<file path="src/rtl/locked_adder_key_tester.sv">
// Scores one candidate key against a key-locked 16-bit adder: drives an LFSR
// pattern stream, compares each 17-bit response to the true sum, reports counts.
module locked_adder_key_tester #(
    parameter int          NUM_PATTERNS = 256,
    parameter logic [31:0] LFSR_SEED    = 32'h0000_0001,
    parameter int          CW           = $clog2(NUM_PATTERNS + 1),
    parameter int          BW           = $clog2(17 * NUM_PATTERNS + 1)
) (
    input  logic          clk,
    input  logic          rst,
    input  logic          start_i,
    input  logic [31:0]   key_i,
    output logic [31:0]   key_o,
    output logic [15:0]   add1_o,
    output logic [15:0]   add2_o,
    input  logic [16:0]   locked_result_i,
    output logic          busy_o,
    output logic          res_valid_o,
    input  logic          res_ready_i,
    output logic [CW-1:0] err_count_o,
    output logic [BW-1:0] bitflip_o,
    output logic [31:0]   first_fail_o,
    output logic          pass_o
);

    localparam logic [31:0] SEED = (LFSR_SEED == 32'd0) ? 32'd1 : LFSR_SEED;
    localparam logic [31:0] TAPS = 32'h8020_0003;
    localparam logic [15:0] LAST = 16'(NUM_PATTERNS - 1);

    typedef enum logic [1:0] {IDLE, RUN, REPORT} state_t;

    state_t        state, state_nxt;
    logic [31:0]   lfsr;
    logic [31:0]   key;
    logic [15:0]   cnt;
    logic [CW-1:0] err_cnt;
    logic [BW-1:0] bf_cnt;
    logic [31:0]   first_fail;
    logic          fail_seen;
    logic          pass;

    logic [16:0]   golden;
    logic [16:0]   diff;
    logic          miss;
    logic [4:0]    flips;
    logic [CW-1:0] err_nxt;
    logic          last;

    function automatic logic [4:0] popcount17(input logic [16:0] v);
        logic [4:0] n;
        n = 5'd0;
        for (int i = 0; i < 17; i++) begin
            n = n + {4'd0, v[i]};
        end
        return n;
    endfunction

    function automatic logic [31:0] lfsr_next(input logic [31:0] v);
        return v[0] ? ((v >> 1) ^ TAPS) : (v >> 1);
    endfunction

    // The operands are the LFSR halves; the LFSR is not stepped on the last
    // compare, so the final pattern stays on the operands while idle.
    assign golden  = {1'b0, lfsr[31:16]} + {1'b0, lfsr[15:0]};
    assign diff    = locked_result_i ^ golden;
    assign miss    = |diff;
    assign flips   = popcount17(diff);
    assign err_nxt = err_cnt + CW'(miss);
    assign last    = (cnt == 16'd0);

    always_comb begin
        state_nxt = state;
        case (state)
            IDLE:    if (start_i)     state_nxt = RUN;
            RUN:     if (last)        state_nxt = REPORT;
            REPORT:  if (res_ready_i) state_nxt = IDLE;
            default:                  state_nxt = IDLE;
        endcase
    end

    always_ff @(posedge clk) begin
        if (rst) begin
            state      <= IDLE;
            lfsr       <= 32'd0;
            key        <= 32'd0;
            cnt        <= 16'd0;
            err_cnt    <= '0;
            bf_cnt     <= '0;
            first_fail <= 32'd0;
            fail_seen  <= 1'b0;
            pass       <= 1'b0;
        end else begin
            state <= state_nxt;
            case (state)
                IDLE: begin
                    if (start_i) begin
                        key        <= key_i;
                        lfsr       <= SEED;
                        cnt        <= LAST;
                        err_cnt    <= '0;
                        bf_cnt     <= '0;
                        first_fail <= 32'd0;
                        fail_seen  <= 1'b0;
                        pass       <= 1'b0;
                    end
                end
                RUN: begin
                    err_cnt <= err_nxt;
                    bf_cnt  <= bf_cnt + BW'(flips);
                    if (miss && !fail_seen) begin
                        first_fail <= lfsr;
                        fail_seen  <= 1'b1;
                    end
                    if (last) begin
                        pass <= (err_nxt == '0);
                    end else begin
                        cnt  <= cnt - 16'd1;
                        lfsr <= lfsr_next(lfsr);
                    end
                end
                default: ;
            endcase
        end
    end

    assign key_o        = key;
    assign add1_o       = lfsr[31:16];
    assign add2_o       = lfsr[15:0];
    assign busy_o       = (state != IDLE);
    assign res_valid_o  = (state == REPORT);
    assign err_count_o  = err_cnt;
    assign bitflip_o    = bf_cnt;
    assign first_fail_o = first_fail;
    assign pass_o       = pass;

endmodule

</file>
<file path="config.mk">
export PLATFORM = sky130hd
export DESIGN_NAME = locked_adder_key_tester
export DESIGN_NICKNAME = d
export VERILOG_FILES = /design/src/rtl/locked_adder_key_tester.sv
export SDC_FILE = /design/constraint.sdc
export NUM_CORES = 1
export LEC_CHECK = 0
export BUFFER_PORTS_ARGS = -buffer_cell sky130_fd_sc_hd__buf_2
export CORE_MARGIN = 4
export CORE_UTILIZATION = 58
export CTS_CLUSTER_DIAMETER = 120
export DETAILED_ROUTE_END_ITERATION = 12
export PLACE_DENSITY = 0.93
export SETUP_SLACK_MARGIN = 0.05
export SLEW_MARGIN = 20
export SYNTH_ARGS = -nofsm -noshare
export SYNTH_HDL_FRONTEND = slang
export SYNTH_SLANG_ARGS = --single-unit
</file>
<file path="constraint.sdc">
create_clock -name clk -period 12.05 [get_ports clk]
set_input_delay 0.6025 -clock clk [delete_from_list [all_inputs] [get_ports clk]]
set_output_delay 0.6025 -clock clk [all_outputs]
set_load 0.01 [all_outputs]
</file>
==> metrics.csv <==
stage,metric,value,unit
critical_path,critPathKind,register to register,
critical_path,crit_fanout,7,
clock_tree,h-tree-depth,4,
route,dr.pass1.iters,5,
logic_synthesis,ys_warn_count,0,
critical_path,cp.required,12.40,ns
floorplan,dieArea,0.0142,mm2
floorplan,core_area,0.0121,mm2
route,drt_iter0_markers,455,
critical_path,crit_arrival,7.23,ns
route,drcViolationCount,0,
finish,layout_common_cells,"nand2_1, buf_2, dfxtp_1, a21oi_1, nand3_1",
route,num_vias,6657,
finish,area.growth.synth_to_final,21.4,%
sta,slew_headroom,50.4,%
logic_synthesis,async_reset_ff_share,0,%
route,wirelength,19100,um
logic_synthesis,syn_avg_cell_area,8.34,um2
clock_tree,cts_buffers,17,
clock_tree,clk_pin_slew,0.06,ns
finish,num-nets-final,1111,
route,viasPerCell,5.58,
clock_tree,cts.sinks,138,
sta,finClkSkew,0.00824,ns
global_routing,grt_use_total,26.7,%
sta,period_share,57.1,%
logic_synthesis,yosysTopAreaCell,dfxtp_1,
finish,layout-drive-gt1-share,23.9,%
logic_synthesis,ys_types,61,
power_and_ir_drop,p_leak,3.88,nW
clock_tree,cts_setup_buffers,0,
logic_synthesis,ys_seq_area_share,38.5,%
floorplan,initial_core_util,59.5,%
clock_tree,cts_buffer_depth,2,
route,wl_met1,7620,um
route,post_drt_wl_per_cell,16.0,um
logic_synthesis,ys_ff_latch,138,
sta,max_freq,145,MHz
route,maxUsedRoutingLayer,met4,
clock_tree,clock_latency,0.42,ns
floorplan,die_h,119,um
global_routing,grt_pass1_vias,6401,
sta,rsz0062_at_grt,no,
global_routing,grt_max_degree,73,
clock_tree,ctsResizeCount,0,
clock_tree,hold_buffers,0,
sta,hold_slack,0.422,ns
run_status,status,"complete, no violations",
floorplan,rows,40,
power_and_ir_drop,p_per_area,153,mW/mm2
power_and_ir_drop,vdd_drop_max,0.123,mV
route,ant_nets,0,
sta,tightest_slew,0.744,ns
clock_tree,cts_tree,done,
critical_path,crit_slowest_cell,fa_1,
logic_synthesis,synth_edf_count,0,
place,dp_hpwl,13600,um
critical_path,critPathMaxStageDelay,0.51,ns
global_routing,antenna_found_initial,0,
place,dpl_cell_area,0.00813,mm2
min_path,hold_class,primary input to register,
sta,slew_violations,0,
global_routing,grt.overflow.total,0,
sta,hold_viol_final,0,
finish,num_antenna_cells,0,
logic_synthesis,yosys_most_used_dff,dfxtp_1,
place,place_congestion,0.898,
floorplan,io_pins,174,
critical_path,endpoint_kind,register,
sta,setup-tns-final,0,ns
finish,finish.instance_area,0.00871,mm2
floorplan,die_x,119,um
finish,mostFrequentLayoutCell,nand2_1,
logic_synthesis,synth_fp_nets,959,
sta,min_period,6.88,ns
job,cap_violations,0,
logic_synthesis,syn_area,0.00718,mm2
route,met2_length,9650,um
critical_path,cp_common_cell,fa_1,
logic_synthesis,synth_top_area_share,38.5,%
critical_path,start_kind,register,
clock_tree,root_buffer,clkbuf_16,
route,dr_wl_met3,1160,um
sta,finalSetupViolCount,0,
finish,final.fill_count,965,
logic_synthesis,synthCells,860,
place,io_buffers,173,
global_routing,grt_pass1_wl,30800,um
logic_synthesis,synth.area.top_cells,"dfxtp_1, nand2_1, a21oi_1, ha_1, mux2i_1",
## sequential cells by signal, summed over array words and instances (netlist names)
signal / cells
first_fail_o: 32
key_o: 32
lfsr: 32
cnt: 16
bitflip_o: 13
err_count_o: 9
state: 2
fail_seen: 1
pass_o: 1
## power by group
part	total [mW]	switching (mW)	internal (mW)
clock	0.508	0.195	0.313
combinational	0.334	0.199	0.135
sequential	0.489	0.0136	0.475
total	1.33	0.407	0.924
## per-layer routing
| layer | GRT usage [%] | vias to the layer above |
|---|---|---|
| li1 | - | 3230 |
| met1 | 31.1 | 3122 |
| met2 | 47.2 | 260 |
| met3 | 5.22 | 45 |
| met4 | 11.9 | 0 |
| met5 | 0 | - |
## worst paths after layout
kind / slack, ns / endpoint / startpoint / cells after the start
worst max-delay path: 5.17 / bitflip_o[12]$_SDFFE_PP0P_ / lfsr[0]$_SDFFE_PP0P_ / 28
worst min-delay path: 0.42 / key_o[12]$_SDFFE_PP0P_ / key_i[12] / 3
worst max register to register: 5.17 / bitflip_o[12]$_SDFFE_PP0P_ / lfsr[0]$_SDFFE_PP0P_ / 28
worst min register to register: 0.45 / key_o[18]$_SDFFE_PP0P_ / key_o[18]$_SDFFE_PP0P_ / 2
## cell type report
| type | instances | area, um2 | area share [%] |
|---|---|---|---|
| inverters | 29 | 109 | 1.25 |
| well taps | 168 | 210 | 2.41 |
| clock buffers | 20 | 457 | 5.24 |
| flip-flops and latches | 138 | 2760 | 31.7 |
| clock inverters | 12 | 124 | 1.42 |
| multi-input cells | 644 | 4110 | 47.2 |
| repair buffers | 182 | 933 | 10.7 |
## critical path, delay by kind of cell (launching register included)
| family | cells | cell delay [ns] |
|---|---|---|
| simple gates | 7 | 0.93 |
| flops | 1 | 0.48 |
| mux | 1 | 0.27 |
| compound gates | 6 | 0.87 |
| buf+inv | 4 | 0.22 |
| xor+xnor | 1 | 0.40 |
| fa+ha+maj | 9 | 3.66 |
## cell usage after synthesis (3+ instances only)
cell / n
a211oi_1: 4
a21o_1: 10
a21oi_1: 100
a22oi_1: 5
a31oi_1: 3
and3_1: 9
buf_1: 5
buf_6: 3
clkbuf_1: 41
dfxtp_1: 138
fa_1: 13
ha_1: 33
inv_1: 29
mux2_2: 3
mux2i_1: 33
nand2_1: 189
nand2b_1: 10
nand3_1: 50
nand4_1: 4
nor2_1: 47
nor2b_1: 9
nor3_1: 6
nor4_1: 5
o21ai_0: 14
o21ai_1: 3
o22ai_1: 3
o41ai_1: 3
or2_1: 3
or2_2: 3
or3_1: 6
xnor2_1: 27
xnor2_2: 3
xor2_1: 14
## per-stage QoR
step	setup WS [ns]	total power, mW	util, %	cells
detailed placement	5.23	0.826	67.4	1161
global route	4.76	1.40	72.2	1193
floorplan	5.73	0.736	-	860
finish	5.17	1.33	72.2	1193
CTS	5.18	1.34	72.2	1193
global placement	5.43	0.804	67.4	1161
## logic make-up after synthesis
family          Yosys count  share of synthesized area [%]
flops                   138                           38.5
fa+ha+maj                46                           9.38
compound gates          164                           14.7
mux                      36                           5.07
buf+inv                  78                           4.39
xor+xnor                 44                           5.68
simple gates            354                           22.2
(Power assumes the default switching activity.)
